<file path="config.mk">
export PLATFORM = sky130hd
export DESIGN_NAME = ah_demux_pkt_flat
export DESIGN_NICKNAME = d
export VERILOG_FILES = /design/src/rtl/ah_stream_pkg.sv /design/src/rtl/ah_demux_pkt_if.sv /design/src/rtl/ah_skid_buf.sv /design/src/rtl/ah_demux_pkt.sv /design/src/flat_wrapper.sv
export SDC_FILE = /design/constraint.sdc
export NUM_CORES = 1
export LEC_CHECK = 0
export ABC_AREA = 1
export CORE_AREA = 2 2 159 161
export CTS_BUF_LIST = sky130_fd_sc_hd__clkbuf_16
export DETAILED_ROUTE_END_ITERATION = 16
export DIE_AREA = 0 0 161 163
export SYNTH_ARGS = -nofsm -noshare
export SYNTH_HDL_FRONTEND = slang
export SYNTH_SLANG_ARGS = --single-unit
</file>
<file path="constraint.sdc">
create_clock -name clk -period 2.5 [get_ports clk]
set_clock_uncertainty 0.05 [all_clocks]
set_input_delay 0.25 -clock clk [delete_from_list [all_inputs] [get_ports clk]]
set_output_delay 0.25 -clock clk [all_outputs]
set_load 0.02 [all_outputs]
</file>
<file path="src/rtl/ah_stream_pkg.sv">
// ---------------------------------------------------------------------------
// ah_stream_pkg
// Shared declarations for the AH stream fabric blocks.
//   pkt_state_e : packet tracking state of a packet-aware stream block
//   ah_beat_t   : reference beat layout {dest, data, last}. Blocks whose
//                 dest/data widths are parameterised declare a beat struct
//                 with the same field names and order at their own widths.
// ---------------------------------------------------------------------------
package ah_stream_pkg;

    // Packet tracking state: waiting for a first beat, forwarding a packet,
    // or discarding a packet whose select was out of range.
    typedef enum logic [1:0] {
        ST_IDLE = 2'd0,
        ST_PKT  = 2'd1,
        ST_DROP = 2'd2
    } pkt_state_e;

    localparam int unsigned BEAT_DEST_W = 8;
    localparam int unsigned BEAT_DATA_W = 8;

    // One stream beat tagged with its egress destination.
    typedef struct packed {
        logic [BEAT_DEST_W-1:0] dest;
        logic [BEAT_DATA_W-1:0] data;
        logic                   last;
    } ah_beat_t;

endpackage

</file>
<file path="src/rtl/ah_demux_pkt_if.sv">
// ---------------------------------------------------------------------------
// ah_demux_pkt_if
// Signal bundle of the packet-aware 1-to-N demultiplexer.
//   select     : egress index, sampled on the first beat of a packet
//   ing_data   : ingress payload          ing_last  : final beat of packet
//   ing_valid  : ingress beat valid       ing_ready : ingress may transfer
//   egr_data   : flattened egress payloads, slice i belongs to port i
//   egr_last   : per-port last flag       egr_valid : per-port valid
//   egr_ready  : per-port ready           drop_cnt  : discarded packet count
// Modports: master = stream source / consumers side, slave = demux side.
// ---------------------------------------------------------------------------
interface ah_demux_pkt_if #(
    parameter int unsigned DATA_W  = 8,
    parameter int unsigned NUM_EGR = 34,
    parameter int unsigned SEL_W   = $clog2(NUM_EGR),
    parameter int unsigned CNT_W   = 16
);
    logic [SEL_W-1:0]          select;
    logic [DATA_W-1:0]         ing_data;
    logic                      ing_last;
    logic                      ing_valid;
    logic                      ing_ready;
    logic [NUM_EGR*DATA_W-1:0] egr_data;
    logic [NUM_EGR-1:0]        egr_last;
    logic [NUM_EGR-1:0]        egr_valid;
    logic [NUM_EGR-1:0]        egr_ready;
    logic [CNT_W-1:0]          drop_cnt;

    modport master (
        output select, ing_data, ing_last, ing_valid, egr_ready,
        input  ing_ready, egr_data, egr_last, egr_valid, drop_cnt
    );

    modport slave (
        input  select, ing_data, ing_last, ing_valid, egr_ready,
        output ing_ready, egr_data, egr_last, egr_valid, drop_cnt
    );
endinterface

</file>
<file path="src/rtl/ah_skid_buf.sv">
// ---------------------------------------------------------------------------
// ah_skid_buf
// Generic two-entry valid/ready skid buffer. The output register presents
// the oldest beat; the skid register catches one beat that arrives while
// the output is stalled. i_ready never reaches o_ready combinationally.
//   clk, rst : clock, synchronous active-high reset
//   i_data, i_valid, o_ready : upstream side
//   o_data, o_valid, i_ready : downstream side
// ---------------------------------------------------------------------------
module ah_skid_buf
    import ah_stream_pkg::*;
#(
    parameter type T = ah_beat_t
) (
    input  logic clk,
    input  logic rst,
    input  T     i_data,
    input  logic i_valid,
    output logic o_ready,
    output T     o_data,
    output logic o_valid,
    input  logic i_ready
);

    logic r_out_v;
    logic r_skid_v;
    T     r_out_d;
    T     r_skid_d;
    logic w_push;
    logic w_out_free;

    // Reset is folded in so no beat is accepted while reset is held.
    assign o_ready    = !r_skid_v & !rst;
    assign w_push     = i_valid & o_ready;
    assign w_out_free = !r_out_v | i_ready;
    assign o_data     = r_out_d;
    assign o_valid    = r_out_v;

    // Storage update: skid contents have priority for the output register
    // so beats leave in arrival order.
    always_ff @(posedge clk) begin
        if (rst) begin
            r_out_v  <= 1'b0;
            r_skid_v <= 1'b0;
            r_out_d  <= '0;
            r_skid_d <= '0;
        end else if (w_out_free) begin
            if (r_skid_v) begin
                r_out_v  <= 1'b1;
                r_out_d  <= r_skid_d;
                r_skid_v <= 1'b0;
            end else if (w_push) begin
                r_out_v  <= 1'b1;
                r_out_d  <= i_data;
            end else begin
                r_out_v  <= 1'b0;
            end
        end else if (w_push) begin
            r_skid_v <= 1'b1;
            r_skid_d <= i_data;
        end else begin
            r_skid_v <= r_skid_v;
        end
    end

endmodule

</file>
<file path="src/rtl/ah_demux_pkt.sv">
// ---------------------------------------------------------------------------
// ah_demux_pkt
// Packet-aware registered 1-to-N valid/ready demultiplexer. The egress
// select is latched on the first beat of a packet and held until its last
// beat; packets with an out-of-range select are accepted, discarded and
// counted. Beats are registered through a two-entry skid buffer.
//   clk : clock            rst : synchronous active-high reset
//   bus : ah_demux_pkt_if.slave (ingress stream, egress fan-out, drop_cnt)
// ---------------------------------------------------------------------------
module ah_demux_pkt
    import ah_stream_pkg::*;
#(
    parameter int unsigned DATA_W  = 8,
    parameter int unsigned NUM_EGR = 34,
    parameter int unsigned SEL_W   = $clog2(NUM_EGR),
    parameter int unsigned CNT_W   = 16
) (
    input  logic          clk,
    input  logic          rst,
    ah_demux_pkt_if.slave bus
);

    typedef struct packed {
        logic [SEL_W-1:0]  dest;
        logic [DATA_W-1:0] data;
        logic              last;
    } beat_t;

    pkt_state_e                r_state;
    pkt_state_e                w_state_nxt;
    logic [SEL_W-1:0]          r_dest;
    logic [SEL_W-1:0]          w_dest_nxt;
    logic [SEL_W-1:0]          w_beat_dest;
    logic [CNT_W-1:0]          r_drop_cnt;
    logic                      w_ing_ready;
    logic                      w_xfer;
    logic                      w_sel_ok;
    logic                      w_drop_beat;
    logic                      w_cnt_inc;
    logic                      w_drain_rdy;
    beat_t                     w_in_beat;
    beat_t                     w_out_beat;
    logic                      w_out_v;
    logic [NUM_EGR-1:0]        w_egr_valid;
    logic [NUM_EGR-1:0]        w_egr_last;
    logic [NUM_EGR*DATA_W-1:0] w_egr_data;

    assign w_xfer    = bus.ing_valid & w_ing_ready;
    assign w_sel_ok  = ({{(32-SEL_W){1'b0}}, bus.select} < NUM_EGR);
    assign w_in_beat = {w_beat_dest, bus.ing_data, bus.ing_last};

    // Packet state register; only ingress transfers move it.
    always_ff @(posedge clk) begin
        if (rst) begin
            r_state <= ST_IDLE;
            r_dest  <= {SEL_W{1'b0}};
        end else begin
            r_state <= w_state_nxt;
            r_dest  <= w_dest_nxt;
        end
    end

    // Next packet state, beat destination and drop decision.
    always_comb begin
        w_state_nxt = r_state;
        w_dest_nxt  = r_dest;
        w_beat_dest = r_dest;
        w_drop_beat = 1'b0;
        w_cnt_inc   = 1'b0;
        case (r_state)
            ST_IDLE: begin
                // First beat: route on the live select, not the latched one.
                w_beat_dest = bus.select;
                if (w_sel_ok) begin
                    w_dest_nxt  = w_xfer ? bus.select : r_dest;
                    w_state_nxt = (w_xfer && !bus.ing_last) ? ST_PKT : ST_IDLE;
                end else begin
                    w_drop_beat = 1'b1;
                    w_cnt_inc   = w_xfer;
                    w_state_nxt = (w_xfer && !bus.ing_last) ? ST_DROP : ST_IDLE;
                end
            end
            ST_PKT: begin
                w_state_nxt = (w_xfer && bus.ing_last) ? ST_IDLE : ST_PKT;
            end
            ST_DROP: begin
                w_drop_beat = 1'b1;
                w_state_nxt = (w_xfer && bus.ing_last) ? ST_IDLE : ST_DROP;
            end
            default: begin
                w_state_nxt = ST_IDLE;
            end
        endcase
    end

    // Saturating drop counter, stepped on the first beat of a dropped packet.
    always_ff @(posedge clk) begin
        if (rst) begin
            r_drop_cnt <= {CNT_W{1'b0}};
        end else if (w_cnt_inc && (r_drop_cnt != {CNT_W{1'b1}})) begin
            r_drop_cnt <= r_drop_cnt + {{(CNT_W-1){1'b0}}, 1'b1};
        end else begin
            r_drop_cnt <= r_drop_cnt;
        end
    end

    // Dropped beats never enter storage, but ing_ready still governs them.
    ah_skid_buf #(
        .T (beat_t)
    ) u_skid (
        .clk     (clk),
        .rst     (rst),
        .i_data  (w_in_beat),
        .i_valid (bus.ing_valid & !w_drop_beat),
        .o_ready (w_ing_ready),
        .o_data  (w_out_beat),
        .o_valid (w_out_v),
        .i_ready (w_drain_rdy)
    );

    // Egress fan-out: only the slice addressed by the output register is live.
    always_comb begin
        w_egr_valid = {NUM_EGR{1'b0}};
        w_egr_last  = {NUM_EGR{1'b0}};
        w_egr_data  = {(NUM_EGR*DATA_W){1'b0}};
        for (int i = 0; i < NUM_EGR; i++) begin
            if (w_out_beat.dest == SEL_W'(i)) begin
                w_egr_valid[i]                = w_out_v;
                w_egr_last[i]                 = w_out_beat.last;
                w_egr_data[i*DATA_W +: DATA_W] = w_out_beat.data;
            end else begin
                w_egr_valid[i] = 1'b0;
            end
        end
    end

    assign w_drain_rdy   = |(w_egr_valid & bus.egr_ready);
    assign bus.ing_ready = w_ing_ready;
    assign bus.egr_valid = w_egr_valid;
    assign bus.egr_last  = w_egr_last;
    assign bus.egr_data  = w_egr_data;
    assign bus.drop_cnt  = r_drop_cnt;

endmodule

</file>
<file path="src/flat_wrapper.sv">
// flat-port wrapper written by rule: the top's interface ports become plain ports
module ah_demux_pkt_flat import ah_stream_pkg::*;
#(
    parameter int unsigned DATA_W  = 8,
    parameter int unsigned NUM_EGR = 34,
    parameter int unsigned SEL_W   = $clog2(NUM_EGR),
    parameter int unsigned CNT_W   = 16
)
  (clk, rst, bus_select, bus_ing_data, bus_ing_last, bus_ing_valid, bus_egr_ready, bus_ing_ready, bus_egr_data, bus_egr_last, bus_egr_valid, bus_drop_cnt);
  ah_demux_pkt_if #(.DATA_W(DATA_W), .NUM_EGR(NUM_EGR), .SEL_W(SEL_W), .CNT_W(CNT_W)) bus_i ();
  input  logic clk;
  input  logic rst;
  input wire logic [$bits(bus_i.select)-1:0] bus_select;
  input wire logic [$bits(bus_i.ing_data)-1:0] bus_ing_data;
  input wire logic [$bits(bus_i.ing_last)-1:0] bus_ing_last;
  input wire logic [$bits(bus_i.ing_valid)-1:0] bus_ing_valid;
  input wire logic [$bits(bus_i.egr_ready)-1:0] bus_egr_ready;
  output wire logic [$bits(bus_i.ing_ready)-1:0] bus_ing_ready;
  output wire logic [$bits(bus_i.egr_data)-1:0] bus_egr_data;
  output wire logic [$bits(bus_i.egr_last)-1:0] bus_egr_last;
  output wire logic [$bits(bus_i.egr_valid)-1:0] bus_egr_valid;
  output wire logic [$bits(bus_i.drop_cnt)-1:0] bus_drop_cnt;
  assign bus_i.select = bus_select;
  assign bus_i.ing_data = bus_ing_data;
  assign bus_i.ing_last = bus_ing_last;
  assign bus_i.ing_valid = bus_ing_valid;
  assign bus_i.egr_ready = bus_egr_ready;
  assign bus_ing_ready = bus_i.ing_ready;
  assign bus_egr_data = bus_i.egr_data;
  assign bus_egr_last = bus_i.egr_last;
  assign bus_egr_valid = bus_i.egr_valid;
  assign bus_drop_cnt = bus_i.drop_cnt;
  ah_demux_pkt #(.DATA_W(DATA_W), .NUM_EGR(NUM_EGR), .SEL_W(SEL_W), .CNT_W(CNT_W)) u_core (.clk(clk), .rst(rst), .bus(bus_i));
endmodule
</file>
==> results of run 1 <==
-- synth_stat cells --
master,count
o221ai_1,1
a31oi_1,1
dfxtp_1,56
buf_2,7
clkinv_1,33
nand3_2,1
buf_1,1
clkbuf_1,44
a21oi_1,25
nor3_1,9
nand2_1,147
nor2_2,1
nor3b_1,2
o21ai_1,2
o21ai_0,25
inv_1,50
xor2_1,1
inv_2,8
or2_2,1
nand4_1,17
nor2_1,473
nand3_1,32
mux2i_1,1
nor2_4,2
ha_1,1
o21a_1,2
a211oi_1,2
-- flip-flops by register name, indices dropped and copies added (netlist names) --
| signal | cells |
|---|---|
| u_core.bus.drop_cnt | 16 |
| u_core.u_skid.o_valid | 1 |
| u_core.u_skid.r_skid_v | 1 |
| u_core.u_skid.r_skid_d | 15 |
| u_core.r_state | 2 |
| u_core.u_skid.o_data | 15 |
| u_core.r_dest | 6 |
-- repair_timing --
action,CTS,global route
endpoints found under the setup margin,309,190
gates resized for setup,187,131
pin swaps,0,1
cloned,2,0
buffers inserted,2,3
-- worst max-delay path: stages (launching register included) --
cell,delay [ns]
dfxtp_1,0.36
nor2_2,0.20
nand2_1,0.15
nor2_2,0.19
clkinv_1,0.10
buf_4,0.19
nor2_1,0.09
clkdlybuf4s50_1,0.62
-- cells by family after synthesis --
logic type / count (synthesis) / share of synthesized area
AO/OA/AOI/OAI: 58 / 0.06493
adder cells (fa/ha/maj): 1 / 0.002661
flip-flops: 56 / 0.2384
multiplexers: 1 / 0.002129
AND/OR/NAND/NOR: 685 / 0.5740
buffers and inverters: 143 / 0.1160
XOR/XNOR: 1 / 0.001863
-- final cells by class --
class	count	area, µm²	area share
Timing Repair inverter	2	8.758	0.0008879
Sequential cell	56	1125	0.1140
Clock inverter	3	13.76	0.001395
Tap cell	330	412.9	0.04186
Timing Repair Buffer	473	4642	0.4706
Multi-Input combinational cell	746	3169	0.3213
Clock buffer	5	125.1	0.01268
Antenna cell	2	5.005	0.0005074
Inverter	91	362.8	0.03678
-- how the worst min path moves through the flow --
| stage | end | depth (start not counted) |
|---|---|---|
| 2_1_floorplan | u_core.u_skid.r_skid_d[0]$_SDFFE_PP0P_ | 2 |
| 3_3_place_gp | u_core.r_dest[5]$_SDFFE_PP0P_ | 2 |
| 3_5_place_dp | u_core.r_dest[5]$_SDFFE_PP0P_ | 2 |
| 4_1_cts | u_core.bus.drop_cnt[4]$_SDFFE_PP0P_ | 2 |
| 5_1_grt | u_core.bus.drop_cnt[4]$_SDFFE_PP0P_ | 2 |
| 6_report | u_core.bus.drop_cnt[4]$_SDFFE_PP0P_ | 2 |
-- per-layer routing --
layer,wire length [µm],up-vias,GRT usage
li1,-,3717,-
met1,11830,3380,0.2379
met2,14980,250,0.3874
met3,1623,38,0.03336
met4,631,2,0.05479
met5,13,-,0
-- stage by stage --
stage,util,total power [mW]
2_1_floorplan,-,1.331
4_1_cts,0.3861,2.391
6_report,0.3998,2.386
3_3_place_gp,0.3833,1.692
3_5_place_dp,0.3833,1.695
5_1_grt,0.3998,2.502
-- cell usage in the layout, fill, tap and decap left out, types with 9 or more instances in the layout --
cell type,netlist,layout
nand3_1,32,32
dfxtp_1,56,53
a21oi_1,25,25
clkinv_2,0,9
nand2_1,147,137
nand4_1,17,17
dlygate4sd2_1,0,146
nor2_2,1,19
o21ai_0,25,25
nor2_1,473,452
inv_1,50,50
clkinv_1,33,28
dlymetal6s2s_1,0,104
buf_4,0,64
clkdlybuf4s50_1,0,153
-- report_power, final --
part | total [mW] | switching, mW | internal, mW
Clock | 0.681 | 0.315 | 0.365
Sequential | 0.948 | 0.0220 | 0.926
Combinational | 0.757 | 0.501 | 0.256
Total | 2.39 | 0.838 | 1.55
==> impl_metrics.ini, run 1 <==
[finish]
nFillCells = 2672
nets = 1428
finalNonFillerCells = 1708
synthToLayoutAreaGrowth_pct = 109.8
drive_gt1_frac = 0.09593
final_area_um2 = 9864

[clock_network]
htree_levels = 2
cts_buffers = 5
clockBufferDepth = 2
clkTransAtPathRegs_ns = 0.07
clock-sinks = 56
clk_latency_ns = 0.29
cts_hold_buf = 0
clockRootBuffer = clkbuf_16
cts_tree = built

[synth]
synthDistinctLibCells = 27
netlist_area_um2 = 4702
yosys_warnings = 0
netlist_instances = 945
ys_seq_elements = 56
yosys.area.top_type = nor2_1
postSynthAreaPerCell_um2 = 4.976
yosysSeqAreaShare = 0.2384
synth_top_area_frac = 0.3776
syn-num-nets = 998
synth.area.top_cells = nor2_1 (38%), dfxtp_1 (24%), nand2_1 (12%)

[die]
io_pins = 409
dieArea_um2 = 26240
core_region_area_um2 = 24670
die_h_um = 163
start_util = 0.1906
rows = 58
die_x_um = 161

[flow_run]
maxCapViolCount = 0

[route]
dr.first_iter.drc_count = 549
wl_per_cell_um = 17.03
ant_nets = 0
routed_wl_um = 29080
num_vias = 7387
drcViolationCount = 0
detail_route.vias_per_cell = 4.325
dr.pass1.iters = 5

[setup_path]
worst-setup-path-type = register to output pin
reg2reg_from = u_core.u_skid.o_data[12]$_SDFFE_PP0P_
critPathMaxFanout = 10
start_kind = register
timing.rr.end = u_core.u_skid.o_data[7]$_SDFFE_PP0P_
crit_start = u_core.u_skid.o_data[9]$_SDFFE_PP0P_
cp.required_ns = 2.20
critical_path_arrival_ns = 2.18
end_kind = output pin
reg2reg_depth = 15
cp-endpoint = bus_egr_data[130]
rrSetupSlack_ns = 0.29

[global_route]
grt_pass1_vias = 6778
gr-total-overflow = 0
grt_usage = 0.2048
grt_start_max_net_pins = 36
grt_pass1_wl_um = 41660
antenna_found_initial = 3

[timing]
period_minus_slack_ns = 2.476
max_slew_margin = 0.6643
rsz0062_at_grt = true
hold_slack_ns = 0.4386
fmax_mhz = 403.8
period_share = 0.9905
setup_slack_ns = 0.02378
setup_tns_ns = 0
setup_viol = 0
tightest_slew_ns = 0.5035
slew_viol_final = 0
hold_viol_final = 0

[min_path]
hold_start = u_core.bus.drop_cnt[4]$_SDFFE_PP0P_
worstHoldPathType = register to register

[placed_design]
dp_slack_ns = 0.04032
place_hpwl_um = 22150
port_buffers = 408
gp_congestion = 0.9497
place_inst = 1691
dpl-instance-area_um2 = 9458

[pwr]
p_per_area_nw_per_um2 = 241.9
irDropWorstVdd_v = 0.0002368
p_leak_nw = 6.275

[run_status]
outcome = finished clean
Power figures use the tool's default switching activity.
==> run 2: changes to the inputs <==
--- a/config.mk
+++ b/config.mk
@@ -6,6 +6,7 @@
 export NUM_CORES = 1
 export LEC_CHECK = 0
 export ABC_AREA = 1
+export ABC_CLOCK_PERIOD_IN_PS = 2500
 export CORE_AREA = 2 2 159 161
 export CTS_BUF_LIST = sky130_fd_sc_hd__clkbuf_16
 export DETAILED_ROUTE_END_ITERATION = 16
==> results of run 2 <==
Final layout, timing and power as in run 1 (identical DEF).
==> edit 1, RTL diff (config.mk and constraints of run 1) <==
`CNT_W` is set to 16 in 3 places; all go to 24.
--- a/src/rtl/ah_demux_pkt_if.sv
+++ b/src/rtl/ah_demux_pkt_if.sv
@@ -13,7 +13,7 @@
     parameter int unsigned DATA_W  = 8,
     parameter int unsigned NUM_EGR = 34,
     parameter int unsigned SEL_W   = $clog2(NUM_EGR),
-    parameter int unsigned CNT_W   = 16
+    parameter int unsigned CNT_W   = 24
 );
     logic [SEL_W-1:0]          select;
     logic [DATA_W-1:0]         ing_data;
--- a/src/rtl/ah_demux_pkt.sv
+++ b/src/rtl/ah_demux_pkt.sv
@@ -13,7 +13,7 @@
     parameter int unsigned DATA_W  = 8,
     parameter int unsigned NUM_EGR = 34,
     parameter int unsigned SEL_W   = $clog2(NUM_EGR),
-    parameter int unsigned CNT_W   = 16
+    parameter int unsigned CNT_W   = 24
 ) (
     input  logic          clk,
     input  logic          rst,
--- a/src/flat_wrapper.sv
+++ b/src/flat_wrapper.sv
@@ -4,7 +4,7 @@
     parameter int unsigned DATA_W  = 8,
     parameter int unsigned NUM_EGR = 34,
     parameter int unsigned SEL_W   = $clog2(NUM_EGR),
-    parameter int unsigned CNT_W   = 16
+    parameter int unsigned CNT_W   = 24
 )
   (clk, rst, bus_select, bus_ing_data, bus_ing_last, bus_ing_valid, bus_egr_ready, bus_ing_ready, bus_egr_data, bus_egr_last, bus_egr_valid, bus_drop_cnt);
   ah_demux_pkt_if #(.DATA_W(DATA_W), .NUM_EGR(NUM_EGR), .SEL_W(SEL_W), .CNT_W(CNT_W)) bus_i ();
Interface: changed (resized bus_drop_cnt); port bits go from 409 to 417. The function was not compared with the original's and may differ.
==> edit 1 against run 1 <==
  * Design area rose by 8.5%
  * Via count rose by 8.6%
  * Global-route usage rose by 2.4 points
  * Wire length rose by 12%
  * Power rose by 31%
  * Worst hold slack got worse by 13 ps
  * Non-clock buffer count fell by 16
  * First-iteration DRC count fell by 16%
  * Sequential power rose by 13%
  * Worst setup slack improved by 1.4 ps
  * Sequential cell count rose by 8
  * Cell count rose by 5.0%
  * Area after synthesis rose by 14%
  * Critical endpoint is now bus_egr_data[88]
==> edit 1: results (changes against run 1) <==
leakage power 6.17 nW (-1.7%); Syn Area/Cell 5.18 um^2 (+4.1%); top post-synthesis cells by area nor2_1 (33%), dfxtp_1 (24%), nand2_1 (13%); share of layout cells above drive strength 1 10.2% (+0.60 points); max FFs per register 24 (+8); Worst Path Max Fanout 11 (+1); CP top delay family simple AND/OR/NAND/NOR gates; Syn Nets 1092 (+9.4%); DR WL/cell 18.1 um (+6.2%); NetSw 0.989 mW (+18%); adder-cell share of the synthesized area 0.233% (-0.034 points); crit-path max cell delay 650 ps (+30 ps); dpl hpwl 23700 um (+6.9%); Final period util 99.0% (about the same); initial antenna violation count 2 (-1); first-pass GRT wire length 46100 um (+11%); uppermost routed layer met4; Pre-Repair DR Iteration Count 5 (unchanged); Cell Area, Placed 10000 um^2 (+6.0%); post-synthesis xor/xnor area fraction 2.28% (+2.1 points); worst slew pin tran 536 ps (+32.9 ps); vias in the first global route 7354 (+8.5%); WL met3 1540 um (-4.9%); status finished clean; deepest clock path buffer count 2 (unchanged); worst-skew pair later-pin latency 330 ps (+40 ps); nets 1512 (+5.9%); Vias 8020 (+8.6%); met2 WL 16500 um (+9.8%); Peak VDD IR 0.291 mV (+23%); mux contribution to synthesized area 0.744% (+0.53 points); met1 Use GR 27.9% (+4.1 points); total track usage 22.9% (+2.4 points); synth unique cells 31 (+15%); H-tree depth 3 (+1); final wirelength 32400 um (+12%); PortBufs 416 (+2.0%); met2 Resource Use GR 41.5% (+2.8 points); R2R setup slack 110 ps (-180 ps); number of buffers created by CTS 9 (+4); post-synthesis compound-gate area fraction 5.30% (-1.2 points); Placer Congestion 0.845 (-11%); routing usage on met3 3.44% (+0.10 points)
edit 1: cell types whose count changed in the layout (fill, tap and decap cells not counted), moves of 9 or more:
cell             delta
clkdlybuf4s50_1    +45
dlygate4sd2_1      -40
nand2_1            +38
buf_4              -25
clkinv_1           -13
nand4_1            +11
clkinv_2           +10
dfxtp_1            +10
nor2_4             +10
dlymetal6s2s_1      -9
edit 1: cell type report:
class | count | area [um^2]
timing repair buffer | 457 | 4560
timing repair inverter | 6 | 32.5
antenna | 2 | 5.00
clock buffer | 9 | 225
multi-input combinational | 832 | 3720
fill | 2597 | 14000
sequential | 64 | 1280
tap | 330 | 413
clock inverter | 5 | 73.8
inverter | 89 | 390
edit 1: metrics by stage:
stage	utilization, %	power, mW
3_3_place_gp	40.6	1.80
5_1_grt	43.4	3.27
6_report	43.4	3.13
4_1_cts	41.9	3.13
2_1_floorplan	-	1.46
3_5_place_dp	40.6	1.80
edit 1: final timing paths:
check | startpoint | endpoint | depth (start not counted)
setup reg to reg | u_core.u_skid.o_data[9] | u_core.u_skid.o_data[1] | 15
setup / recovery | u_core.u_skid.o_data[9] | bus_egr_data[88] | 5
hold / removal | u_core.r_dest[5] | u_core.r_dest[5] | 2
hold reg to reg | u_core.r_dest[5] | u_core.r_dest[5] | 2
edit 1: power groups by stage:
stage	sequential, mW	clock, mW	combinational [mW]
2_1_floorplan	1.09	0	0.371
3_3_place_gp	1.09	0	0.703
3_5_place_dp	1.09	0	0.705
4_1_cts	1.07	1.34	0.721
5_1_grt	1.08	1.39	0.806
6_report	1.07	1.31	0.748
edit 1: timing repair:
item | in CTS | in global routing
pin swaps | 1 | 3
buffers inserted | 3 | 0
endpoints found under the setup margin | 306 | 213
cloned | 6 | 1
gates resized for setup | 177 | 150
==> edit 2, RTL diff (flow settings as in run 1) <==
Made on the original files. Reset style: asynchronous (`rst`), changed in 3 clocked blocks. Comments in the files are not updated.
--- a/src/rtl/ah_skid_buf.sv
+++ b/src/rtl/ah_skid_buf.sv
@@ -38,7 +38,7 @@
 
     // Storage update: skid contents have priority for the output register
     // so beats leave in arrival order.
-    always_ff @(posedge clk) begin
+    always_ff @(posedge clk or posedge rst) begin
         if (rst) begin
             r_out_v  <= 1'b0;
             r_skid_v <= 1'b0;
--- a/src/rtl/ah_demux_pkt.sv
+++ b/src/rtl/ah_demux_pkt.sv
@@ -50,7 +50,7 @@
     assign w_in_beat = {w_beat_dest, bus.ing_data, bus.ing_last};
 
     // Packet state register; only ingress transfers move it.
-    always_ff @(posedge clk) begin
+    always_ff @(posedge clk or posedge rst) begin
         if (rst) begin
             r_state <= ST_IDLE;
             r_dest  <= {SEL_W{1'b0}};
@@ -94,7 +94,7 @@
     end
 
     // Saturating drop counter, stepped on the first beat of a dropped packet.
-    always_ff @(posedge clk) begin
+    always_ff @(posedge clk or posedge rst) begin
         if (rst) begin
             r_drop_cnt <= {CNT_W{1'b0}};
         end else if (w_cnt_inc && (r_drop_cnt != {CNT_W{1'b1}})) begin
Check against the original RTL: differs if rst is asserted again (counterexample within 4 cycles, from zero or initial values and one cycle with rst high); with rst held inactive, the same outputs for 4 cycles.
==> edit 2 against run 1 <==
  * Clock power grew 3%
  * Design area fell by 2.2%
  * Worst setup slack gained 26 ps
  * Wire length up 3.6%
  * Sequential share of layout area grew 3.2 points
  * Count of clock-buffer cells in the layout did not move
  * Combinational power increased by 5.5%
  * Die area unchanged
  * Via count decreased by 2.3%
  * Power increased by 14%
  * Sequential cell count stayed put
  * Worst hold slack worse by 91 ps
  * Area after synthesis grew 4.1%
  * Critical path type unchanged
  * Critical endpoint is now bus_egr_valid[19]
  * Largest cell class unchanged
  * Highest routed layer unchanged
==> edit 2: results (changes against run 1) <==
HP Class in2async; dominant synthesized flop cell dfrtp_1; R2R setup slack 270 ps (-20 ps); RR Startpoint u_core.u_skid.o_data[13]; top post-synthesis cells by area nor2_1 (31%), dfrtp_1 (29%), nand2_1 (15%); synth unique cells 28 (+3.7%); DR WL/cell 18.3 um (+7.7%); worst hold slack 347 ps (-91.2 ps); share of layout cells above drive strength 1 10.2% (+0.62 points); initial antenna violation count 3 (unchanged); CP Class reg2out; Via density 4.39 (+1.6%); vias in the first global route 6585 (-2.8%); nets 1364 (-4.5%); dpl hpwl 23400 um (+5.6%); Clock Root Buffer clkbuf_16; status finished clean; Mapped Cells 893 (-5.5%); Data arrival, critical path 2150 ps (-30 ps); FFs w/ async S/R, synth 100% (+100 points); worst slew pin tran 568 ps (+64.9 ps); largest net degree at the start of global routing 35 (-2.8%); FILL cells 2700 (+1.0%); Placer Congestion 0.908 (-4.4%); drt first-iter violations 534 (-2.7%); final std cells w/o fill 1643 (-3.8%); Syn Nets 946 (-5.2%); synth cell count leaders nor2_1 (399), nand2_1 (191), dfrtp_1 (56); deepest clock path buffer count 2 (unchanged); total track usage 21.6% (+1.1 points); leakage power 6.87 nW (+9.4%); first-pass GRT wire length 43000 um (+3.2%); number of buffers created by CTS 5 (unchanged); Peak VDD IR 0.297 mV (+25%); Setup crit end bus_egr_valid[19]; max FFs per register 16 (unchanged); R2R depth 11 (-4); sequential area share after synthesis 28.6% (+4.8 points); H-tree depth 2 (unchanged); Worst R2R End u_core.u_skid.r_skid_d[13]; Post-CTS Setup Bufs 0 (-2)
==> edit 2: changes by cell type after synthesis, moves of 9 or more <==
| cell | delta |
|---|---|
| nand4_1 | +10 |
| nand2_1 | +44 |
| nor2_1 | -74 |
| a21oi_1 | -22 |
| nand3_1 | +16 |
| dfxtp_1 | -56 |
| inv_1 | -26 |
| dfrtp_1 | +56 |
| xor2_1 | +9 |
==> edit 2: per-layer routing <==
layer  vias up  routed length [um]  track usage [%]
met5         -                  30                0
met4         4                 609             4.42
met3        36                2820             6.52
met2       294               14700             37.7
met1      3336               12000             26.3
li1       3550                   -                -
==> edit 2: layout make-up <==
cell class	count	share of cell area, %
well taps	330	4.28
clock inverters	3	0.208
diodes	1	0.0259
flip-flops and latches	56	14.6
inverters	61	2.39
clock buffers	5	1.30
multi-input cells	725	32.7
repair buffers	462	44.5
==> edit 2: kinds of logic after synthesis <==
logic type / Yosys count / share of synthesized area (%)
and+or+nand+nor: 688 / 57.2
buffers and inverters: 112 / 9.07
DFF: 56 / 28.6
AOI/OAI and AO/OA: 22 / 2.30
xor gates and xnor gates: 14 / 2.50
adders and majority gates: 1 / 0.256
==> edit 2: report_power, final <==
| part | total, mW | leakage [nW] | switching (mW) | internal (mW) |
|---|---|---|---|---|
| combinational | 0.799 | 6.15 | 0.474 | 0.326 |
| clock | 0.699 | 0.0712 | 0.329 | 0.370 |
| sequential | 1.22 | 0.649 | 0.121 | 1.09 |
| total | 2.71 | 6.87 | 0.924 | 1.79 |
==> edit 2: metrics by stage <==
stage | total power [mW] | TNS (ps) | setup WS (ps) | util, %
3_5_place_dp | 2.03 | -228 | -38.4 | 38.8
4_1_cts | 2.75 | 0 | 10.6 | 38.4
2_1_floorplan | 1.72 | 0 | 529 | -
3_3_place_gp | 2.01 | 0 | 10.6 | 38.8
5_1_grt | 2.92 | -60.9 | -58.3 | 39.1
6_report | 2.71 | 0 | 49.9 | 39.1
==> edit 2: worst max-delay path, stage by stage (launching register included) <==
cell	delay (ps)
dfrtp_1	390
inv_1	70
nor2_1	150
buf_4	240
nand2_1	130
nor2_2	220
clkdlybuf4s50_1	660
==> edit 2: repair_timing <==
item	in CTS	in global routing
gates resized for setup	244	75
pin swaps	0	0
endpoints found under the setup margin	299	127
hold buffers	0	0
gates cloned	0	0
